==> src/rtl/apb_completer_regfile.sv <==
// APB3 completer with a small word-addressed register file, read-only ID word,
// programmable wait states, address-error decode and a sticky protocol-violation flag.
module apb_completer_regfile #(
  parameter int unsigned NUM_REGS    = 16,
  parameter int unsigned WAIT_CYCLES = 0,
  parameter logic [31:0] ID_VALUE    = 32'hA5B0_0001
) (
  input  logic        pclk,
  input  logic        preset,
  input  logic        psel,
  input  logic        penable,
  input  logic        pwrite,
  input  logic [7:0]  paddr,
  input  logic [31:0] pwdata,
  output logic [31:0] prdata,
  output logic        pready,
  output logic        pslverr,
  output logic        proto_err,
  input  logic        proto_err_clr
);

  localparam int unsigned AW = 8;
  localparam int unsigned DW = 32;
  localparam int unsigned CW = 4;
  localparam int unsigned IW = (NUM_REGS > 1) ? $clog2(NUM_REGS) : 1;

  typedef enum logic {IDLE, ACCESS} state_t;

  state_t          state, state_n;
  logic [CW-1:0]   cnt, cnt_n;
  logic [AW-1:0]   lat_addr, lat_addr_n;
  logic            lat_write, lat_write_n;
  logic [DW-1:0]   lat_wdata, lat_wdata_n;
  logic            lat_err, lat_err_n;
  logic            wr_en, proto_set, setup_err;
  logic [DW-1:0]   regs [NUM_REGS];
  logic [IW-1:0]   lat_idx;
  logic [DW-1:0]   rd_word;

  // Address decode for the transfer being set up
  assign setup_err = (paddr[1:0] != 2'b00)
                  || (7'(paddr[7:2]) >= 7'(NUM_REGS))
                  || (pwrite && (paddr[7:2] == 6'd0));

  assign lat_idx = lat_addr[2 +: IW];
  assign rd_word = (lat_addr[7:2] == 6'd0) ? ID_VALUE : regs[lat_idx];

  assign pready  = (state == ACCESS) && (cnt == CW'(0)) && psel && penable;
  assign pslverr = pready && lat_err;
  assign prdata  = (pready && !lat_write && !lat_err) ? rd_word : DW'(0);

  always_ff @(posedge pclk) begin
    if (preset) begin
      state     <= IDLE;
      cnt       <= CW'(0);
      lat_addr  <= AW'(0);
      lat_write <= 1'b0;
      lat_wdata <= DW'(0);
      lat_err   <= 1'b0;
    end else begin
      state     <= state_n;
      cnt       <= cnt_n;
      lat_addr  <= lat_addr_n;
      lat_write <= lat_write_n;
      lat_wdata <= lat_wdata_n;
      lat_err   <= lat_err_n;
    end
  end

  // Next-state logic; a stall cycle that breaks the handshake aborts the transfer
  always_comb begin
    state_n     = state;
    cnt_n       = cnt;
    lat_addr_n  = lat_addr;
    lat_write_n = lat_write;
    lat_wdata_n = lat_wdata;
    lat_err_n   = lat_err;
    wr_en       = 1'b0;
    proto_set   = 1'b0;
    unique case (state)
      IDLE: begin
        if (psel && !penable) begin
          state_n     = ACCESS;
          cnt_n       = CW'(WAIT_CYCLES);
          lat_addr_n  = paddr;
          lat_write_n = pwrite;
          lat_wdata_n = pwdata;
          lat_err_n   = setup_err;
        end else if (penable) begin
          proto_set = 1'b1;
        end
      end
      ACCESS: begin
        if (pready) begin
          wr_en   = lat_write && !lat_err;
          state_n = IDLE;
        end else if (!psel || !penable || (paddr != lat_addr)
                     || (pwrite != lat_write) || (pwdata != lat_wdata)) begin
          proto_set = 1'b1;
          if (psel && !penable) begin
            state_n     = ACCESS;
            cnt_n       = CW'(WAIT_CYCLES);
            lat_addr_n  = paddr;
            lat_write_n = pwrite;
            lat_wdata_n = pwdata;
            lat_err_n   = setup_err;
          end else begin
            state_n = IDLE;
          end
        end else begin
          cnt_n = cnt - CW'(1);
        end
      end
      default: state_n = IDLE;
    endcase
  end

  always_ff @(posedge pclk) begin
    if (preset) begin
      for (int i = 0; i < int'(NUM_REGS); i++) regs[i] <= DW'(0);
    end else if (wr_en) begin
      regs[lat_idx] <= lat_wdata;
    end
  end

  // Sticky violation flag; a new violation wins over a simultaneous clear
  always_ff @(posedge pclk) begin
    if (preset)             proto_err <= 1'b0;
    else if (proto_set)     proto_err <= 1'b1;
    else if (proto_err_clr) proto_err <= 1'b0;
  end

endmodule

==> config.mk <==
export PLATFORM = sky130hd
export DESIGN_NAME = apb_completer_regfile
export DESIGN_NICKNAME = d
export VERILOG_FILES = /design/src/rtl/apb_completer_regfile.sv
export SDC_FILE = /design/constraint.sdc
export NUM_CORES = 1
export LEC_CHECK = 0
export CAP_MARGIN = 0
export CELL_PAD_IN_SITES_DETAIL_PLACEMENT = 0
export CELL_PAD_IN_SITES_GLOBAL_PLACEMENT = 1
export CORE_ASPECT_RATIO = 0.9
export CORE_MARGIN = 4
export CORE_UTILIZATION = 50
export DETAILED_ROUTE_END_ITERATION = 10
export PLACE_DENSITY_LB_ADDON = 0.1
export SLEW_MARGIN = 40
export SYNTH_ARGS = -nofsm -noshare
export SYNTH_HDL_FRONTEND = slang
export SYNTH_SLANG_ARGS = --single-unit
==> constraint.sdc <==
create_clock -name pclk -period 3.7 [get_ports pclk]
set_clock_uncertainty 0.1 [all_clocks]
set_input_delay 0.555 -clock pclk [delete_from_list [all_inputs] [get_ports pclk]]
set_output_delay 0.555 -clock pclk [all_outputs]
set_load 0.005 [all_outputs]
* After elaboration in Yosys (flattened, before gate mapping)
Memory sizes are Yosys's and may differ from the RTL's. A register that Yosys moved wholly into a read port is not among the register bits. Index checks and enable logic that the tools add are counted.
Word-level totals: flip-flop bits (word level) 48, bits in writable memories 512, input port bits 46, output and inout port bits 35, memories kept 1
Operators by class: add/sub/neg operators 1, $lt $le $gt $ge 1, eq/ne operators 5, mux-type cells 45, bitwise gates (word level) 1, reductions and logical operators 26
Memories:
- regs | depth 16, bits a word 32, read ports 1, clocked after memory_dff 1, write ports 16, RTL line 36 | logic [DW-1:0] regs [NUM_REGS];
Operator list (count):
- two-way mux 32 bit | 6
- case mux 32 bit (2 select lines) | 1
- != test 32 bit | 1
- OR reduction 32 bit | 1
- two-way mux 4 bit | 6
- two-way mux 8 bit | 3
- two-way mux 1 bit | 23
- case mux 8 bit (2 select lines) | 1
- logical NOT 6 bit | 2
- logical AND 1 bit | 9
- != test 8 bit | 1
- case mux 1 bit (2 select lines) | 4
- case mux 4 bit (2 select lines) | 1
- >= comparator 6 x 5 -> 1 bit, second input constant | 1
- logical OR 1 bit | 6
- logical NOT 1 bit | 4
- logical NOT 4 bit | 1
- nonzero test 2 bit | 2
- subtractor 4 x 1 -> 4 bit, second input constant | 1
- != test 2 x 1 -> 1 bit, second input constant | 1
- != test 2 bit, second input constant | 1
- AND reduction 2 bit | 1
- != test 1 bit | 1
- NOT 1 bit | 1

* Logic depth before layout (Yosys ltp)
Gate-level depths: netlist (run 1).
depth after elaboration 11, mapped depth 10, gate-level depth less buffers 8

* Worst setup path after synthesis (run 1)
OpenSTA, ideal clock, no wires.
path type input-to-output, from in penable, to out prdata[10], arrival time 2.088 ns, path slack 0.957 ns, stages 8, buffers on the path 3, cell sequence nand4_1 > or3_4 > or3_1 > buf_6 > or2_1 > buf_6 > buf_6 > a211oi_2
On the way: cells in the longest elaborated chain, start to end 4
Ends and longest elaborated chain:
- start, declared | RTL line 11 | input logic penable,
- logical AND 1 bit | RTL line 48 | assign pready = (state == ACCESS) && (cnt == CW'(0)) && psel && penable;
- logical AND 1 bit (2 in series) | RTL line 50 | assign prdata = (pready && !lat_write && !lat_err) ? rd_word : DW'(0);
- two-way mux 32 bit | RTL line 50
- end, declared | RTL line 15 | output logic [31:0] prdata,
Every way passes these cells.

==> results of run 1 <==
==> area by class of cell <==
| class | instances | share of cell area (%) |
|---|---|---|
| diodes | 1 | 0.00840 |
| clock buffers | 86 | 5.58 |
| clock inverters | 20 | 0.487 |
| inverters | 6 | 0.0756 |
| multi-input cells | 1025 | 29.3 |
| flip-flops and latches | 564 | 55.2 |
| well taps | 680 | 2.86 |
| repair buffers | 179 | 6.50 |
==> cell usage in the layout (no fill, tap or decap), types with 19 or more instances in the layout <==
cell type / n
buf_4: 63
clkbuf_1: 22
nand2_1: 87
a211oi_2: 22
buf_12: 25
mux4_2: 136
a211oi_1: 26
dlygate4sd2_1: 22
edfxtp_1: 512
and2_1: 513
a21oi_1: 51
dfxtp_1: 48
clkdlybuf4s50_1: 54
clkbuf_16: 65
xnor2_1: 37
mux2i_1: 24
nor2b_1: 25
nor2_2: 19
==> report_power, final <==
group          switching (uW)  leakage, uW  internal [uW]  total [uW]
clock network            2400     0.000868           3230        5630
logic                     511      0.00398            413         924
registers                 137      0.00570           7140        7270
total                    3050       0.0105          10800       13800
==> worst max-delay path by stage <==
stage,startpoint,to,cells after the start,slack [ns]
2_1_floorplan,penable,prdata[10],8,0.96
3_3_place_gp,penable,prdata[3],8,-0.14
3_5_place_dp,penable,prdata[1],8,-0.15
4_1_cts,flip-flop,prdata[28],6,-0.17
5_1_grt,flip-flop,prdata[20],7,-0.01
6_report,flip-flop,prdata[23],7,0.06
==> synthesized netlist by cell type (all sizes together) <==
cell type    n
nor4         4
clkbuf     153
or2         18
a221o        1
xnor2       37
nor3         2
edfxtp     512
nor4b        2
o21ai        1
ha           2
dfxtp       52
or4          2
a311oi       1
mux4       136
o311ai       1
o221ai       1
inv          6
nor2        37
nand4       12
and2       513
a21boi       1
o21a         2
and2b        1
nand2       87
o31ai        1
and3         2
a21oi       51
nor2b       25
xor2         2
nand2b       4
a211oi      48
mux2i       24
nand3        2
or3          3
buf         24
nand3b       2
==> cells by family after synthesis <==
logic type               share of synthesized area [%]
AND/OR/NAND/NOR                                   16.3
flip-flops                                        63.6
buffers and inverters                             2.93
multiplexers                                      12.8
AO/OA/AOI/OAI                                     3.05
XOR/XNOR                                          1.32
adder cells (fa/ha/maj)                         0.0969
==> critical path: stages (launching register included) <==
cell,delay [ns]
dfxtp_4,0.38
buf_6,0.14
clkbuf_16,0.17
mux4_2,0.54
mux4_2,0.52
nor2_1,0.11
nor2_1,0.05
clkdlybuf4s50_1,0.47
==> timing repair <==
action                                  CTS  global route
gates resized for setup                  25            12
hold buffers                              0             0
endpoints found under the setup margin   32            14
endpoints found under the hold margin     0             0
buffers inserted                          0             5
gates cloned                              0             5
==> per-layer routing <==
metal,vias up,share of wire (%)
li1,6519,-
met1,7594,44
met2,570,46
met3,85,8.1
met4,2,2.0
met5,-,0.010
==> state kept, by name, indices dropped and copies added (netlist names), named ones only <==
register and flops:
regs 512, lat_wdata 32, lat_addr 8, cnt 4, lat_err 1, lat_write 1, proto_err 1, state 1
==> stage by stage <==
stage	power [uW]	setup TNS [ns]	hold WS, ns
after floorplan	7870	0	0.349
after CTS	13900	-1.19	0.374
after global placement	8300	-2.09	0.357
final	13800	0	0.375
after global routing	14300	-0.0163	0.410
after detailed placement	8310	-2.53	0.365
==> results.toml, run 1 <==
[critical_path]
worstSetupPathType = "reg2out"
reg2reg_setup_slack_ns = 0.69
r2r-end = "regs[2][23]"
cp.arrival_ns = 2.98
required_ns = 3.04
rr_worst_depth = 10
path_max_fanout = 6
cp-start-kind = "flip-flop"
crit_path_end_kind = "output pin"
timing.rr.start = "cnt[0]"

[sta]
finalCriticalPeriod_ns = 3.64
tightest_slew_ns = 0.777
clock.fmax_ghz = 0.275
hold_viol = 0
setup_violations = 0
min_period_over_period_pct = 98.3
slew_violations = 0
fin_ws_ns = 0.0616
maxSlewHeadroom_pct = 48.2

[cts]
htreeDepth = 2
cts_tree = "yes"
root_buffer = "clkbuf_16"
cts_buffer_depth = 3
cts_buffers = 59
clkTransAtPathRegs_ns = 0.06
clkLatencyLatePin_ns = 0.61
numClockSinks = 564

[place]
port_buffers = 80
pre_cts_slack_ns = -0.155
place_inst = 2444
hpwl_um = 39700
postPlaceCellArea_sq_mm = 0.0278
place_congestion = 0.804

[route]
vias_per_cell = 5.77
drtIter0Drc = 1599
num_vias = 14770
wirelength_um = 67800
drc = 0
drtPass1Iterations = 7
drt-wirelength-per-cell_um = 26.5
ant_nets = 0

[grt]
grt_first_pass_wirelength_um = 99600
use_met1_pct = 36.8
gr-max-usage-layer = "met2"
grt_pass1_vias = 15183
use_met2_pct = 38.0
overflow = 0
antenna_found_initial = 4
gr-usage-all-layers_pct = 24.6
grt_use_met3_pct = 4.66
grt_max_degree = 67

[synth]
syn-num-nets = 1820
ys_ff_latch = 564
synth_warnings = 0
syn_avg_cell_area_sq_um = 14.6
yosysTopAreaCellShare_pct = 59.5
ys_seq_area_share_pct = 63.6
yosys-top-cells-area = "edfxtp_1, and2_1, mux4_2"
synth_top_area_cell = "edfxtp_1"
synth.distinct_cells = 44
synth_area_sq_mm = 0.0258
syn_inst = 1772

[final_layout]
fill_cells = 4010
multi_input_area_sq_mm = 0.00873
stdcell_count = 2561
final_core_util_pct = 58.7
layout-drive-gt1-share_pct = 20.1
final_area_sq_mm = 0.0298
fin_nets = 1883
syn2layout_area_growth_pct = 15.3
seqCellArea_sq_mm = 0.0164

[die]
ios = 81
die_w_um = 248
die_area_sq_mm = 0.0554
fp.dieH_um = 224
core_area_sq_mm = 0.0507
start_util_pct = 50.9
rows = 78

[worst_hold_path]
min_path_type = "reg2reg"
hold_start = "lat_addr[1]"
whs_endpoint = "lat_addr[1]"
whs_path_depth = 2

[power_and_ir_drop]
p_leak_uw = 0.0105
power.density_mw_per_mm2 = 464
ir_drop_mv = 0.328

[outcome]
status = "finished clean"

[flow_run]
maxCapViolCount = 0
Power figures use the tool's default switching activity.
==> run 2: changes to the inputs <==
Clock period 3.7 ns to 3.6 ns, I/O delays scaled along.
==> run 2 against run 1 <==
Hold slack improved by 0.011 ns; first-iteration DRC count fell by 7.6%; wire length is 0.78% lower; largest power group unchanged; power rose by 4.3%; clock power rose by 5.7%.
==> results.toml, run 2 (synthesized netlist as in run 1, its figures left out) <==
[cts]
holdBufCountCts = 0
cts_buffers = 58
htreeDepth = 2
clkLatencyLatePin_ns = 0.61
cts_tree = "yes"
numClockSinks = 564
clkTransAtPathRegs_ns = 0.06
root_buffer = "clkbuf_16"
cts_buffer_depth = 3

[route]
drtPass1Iterations = 5
wirelength_um = 67300
ant_nets = 0
drtIter0Drc = 1477
num_vias = 14834
drt-wirelength-per-cell_um = 26.0
drc = 0
vias_per_cell = 5.73

[die]
die_w_um = 248
fp.dieH_um = 224
ios = 81
rows = 78
die_area_sq_mm = 0.0554
start_util_pct = 50.9
core_area_sq_mm = 0.0507

[critical_path]
rr_worst_depth = 10
crit_family = "simple AND/OR/NAND/NOR gates"
cpPeakStageDelay_ns = 0.38
slowest_stage = "or3_4"
cp-start-kind = "flip-flop"
critPathMostFrequentCell = "or3_4"
required_ns = 2.96
worstSetupPathType = "reg2out"
crit_chain = "inv_1 -> ha_1 -> nand4_1 -> or3_4 -> or3_4 -> or2_4 -> buf_12 -> a211oi_2 -> dlygate4sd2_1"
path_max_fanout = 12
cp.arrival_ns = 2.87
crit_cells = 9
crit_buf_inv = 3
crit_path_end_kind = "output pin"

[grt]
overflow = 0
grt_pass1_vias = 15435
grt_first_pass_wirelength_um = 101000
grt_max_degree = 67
antenna_found_initial = 4
gr-usage-all-layers_pct = 24.9

[sta]
maxSlewHeadroom_pct = 49.6
finalCriticalPeriod_ns = 3.51
slew_violations = 0
setup_violations = 0
rsz0062_at_grt = "no"
min_period_over_period_pct = 97.6
tightest_slew_ns = 0.755
clock.fmax_ghz = 0.285
hold_viol = 0

[power_and_ir_drop]
power.density_mw_per_mm2 = 478
seq_power_share_pct = 51.7
swShare_pct = 21.8
p_int_uw = 11300
p_sw_uw = 3140
ir_drop_mv = 0.354
total_power_uw = 14400
p_leak_uw = 0.0107
p_clk_share_pct = 41.2
combPwrFrac_pct = 7.1

[final_layout]
fin_nets = 1912
final_area_sq_mm = 0.0302
reg_top3 = "regs x512, lat_wdata x32, lat_addr x8"
syn2layout_area_growth_pct = 16.8
final_core_util_pct = 59.5
final_common_cell = "and2_1"
most-common-layout-cells = "and2_1, edfxtp_1, mux4_2, nand2_1, buf_4"
largest_register_ffs = 512
fill_cells = 3946
largest_register = "regs"
layout-drive-gt1-share_pct = 23.1

[place]
hpwl_um = 41100
place_congestion = 0.803
postPlaceCellArea_sq_mm = 0.0280
port_buffers = 80

[worst_hold_path]
whs_path_depth = 2
min_path_type = "reg2reg"

[outcome]
status = "finished clean"

[flow_run]
maxCapViolCount = 0
run 2: cell count changes in the layout (fill, tap and decap cells not counted), sizes merged:
cell / before / now
buf: 97 / 129
dlygate4sd2: 22 / 13
clkdlybuf4s50: 54 / 48
bufinv: 2 / 7
clkbuf: 89 / 94
clkinv: 15 / 18
dlymetal6s2s: 3 / 1
clkinvlp: 3 / 2
inv: 6 / 7
run 2: metrics by stage:
| step | setup TNS (ns) | cells | setup WS [ns] | hold WS [ns] |
|---|---|---|---|---|
| 4_1_cts | -0.0311 | 2577 | -0.0311 | 0.377 |
| 3_3_place_gp | -3.40 | 2462 | -0.203 | 0.360 |
| 6_report | 0 | 2589 | 0.0856 | 0.386 |
| 2_1_floorplan | 0 | 1772 | 0.887 | 0.349 |
| 5_1_grt | 0 | 2588 | 0.000863 | 0.397 |
| 3_5_place_dp | -4.22 | 2462 | -0.264 | 0.363 |
run 2: cell type report:
cell class / instances / area [sq um] / share of cell area (%)
Tap cell: 680 / 851 / 2.82
Multi-Input combinational cell: 1025 / 8780 / 29.1
Sequential cell: 564 / 16400 / 54.5
Inverter: 6 / 22.5 / 0.0746
Timing Repair Buffer: 209 / 2230 / 7.40
Clock buffer: 76 / 1540 / 5.10
Clock inverter: 28 / 310 / 1.03
Antenna cell: 1 / 2.50 / 0.00829
run 2: worst reg2reg max path, stage by stage (launching register included):
cell	delay, ns
dfxtp_1	0.33
inv_1	0.08
ha_1	0.15
nand4_1	0.11
or3_4	0.34
buf_4	0.16
nor4b_4	0.35
nand3b_1	0.34
nor2_2	0.29
or2_2	0.18
buf_4	0.23
run 2: layer usage:
layer / vias to the layer above / part of all wire, % / track usage [%]
met5: - / 0.11 / 1.04
met4: 2 / 1.7 / 5.64
met3: 83 / 7.8 / 5.07
met2: 570 / 47 / 38.8
met1: 7594 / 44 / 36.6
li1: 6585 / - / -
run 2: what timing repair did:
action,CTS,global route
gates cloned,3,1
endpoints found under the setup margin,32,25
gates resized for setup,51,44
endpoints found under the hold margin,0,0
buffers inserted,8,9
run 2: power by group through the flow:
| stage | sequential [uW] | combinational, uW | clock, uW |
|---|---|---|---|
| floorplan | 7510 | 579 | 0 |
| global placement | 7590 | 967 | 0 |
| detailed placement | 7600 | 970 | 0 |
| CTS | 7460 | 1000 | 6050 |
| global route | 7480 | 1080 | 6340 |
| finish | 7450 | 1020 | 5950 |
run 2: path summary, 6_finish.rpt:
path	startpoint	end	slack (ns)
max	cnt[1]	prdata[9]	0.09
min	lat_addr[1]	lat_addr[1]	0.39
max reg2reg	cnt[1]	regs[13][8]	0.63
min reg2reg	lat_addr[1]	lat_addr[1]	0.39
==> run 3: changes to the inputs <==
Settings changed: HOLD_SLACK_MARGIN set to 0.12.
==> results of run 3 <==
No change in the layout: final DEF, timing and power equal those of run 2.
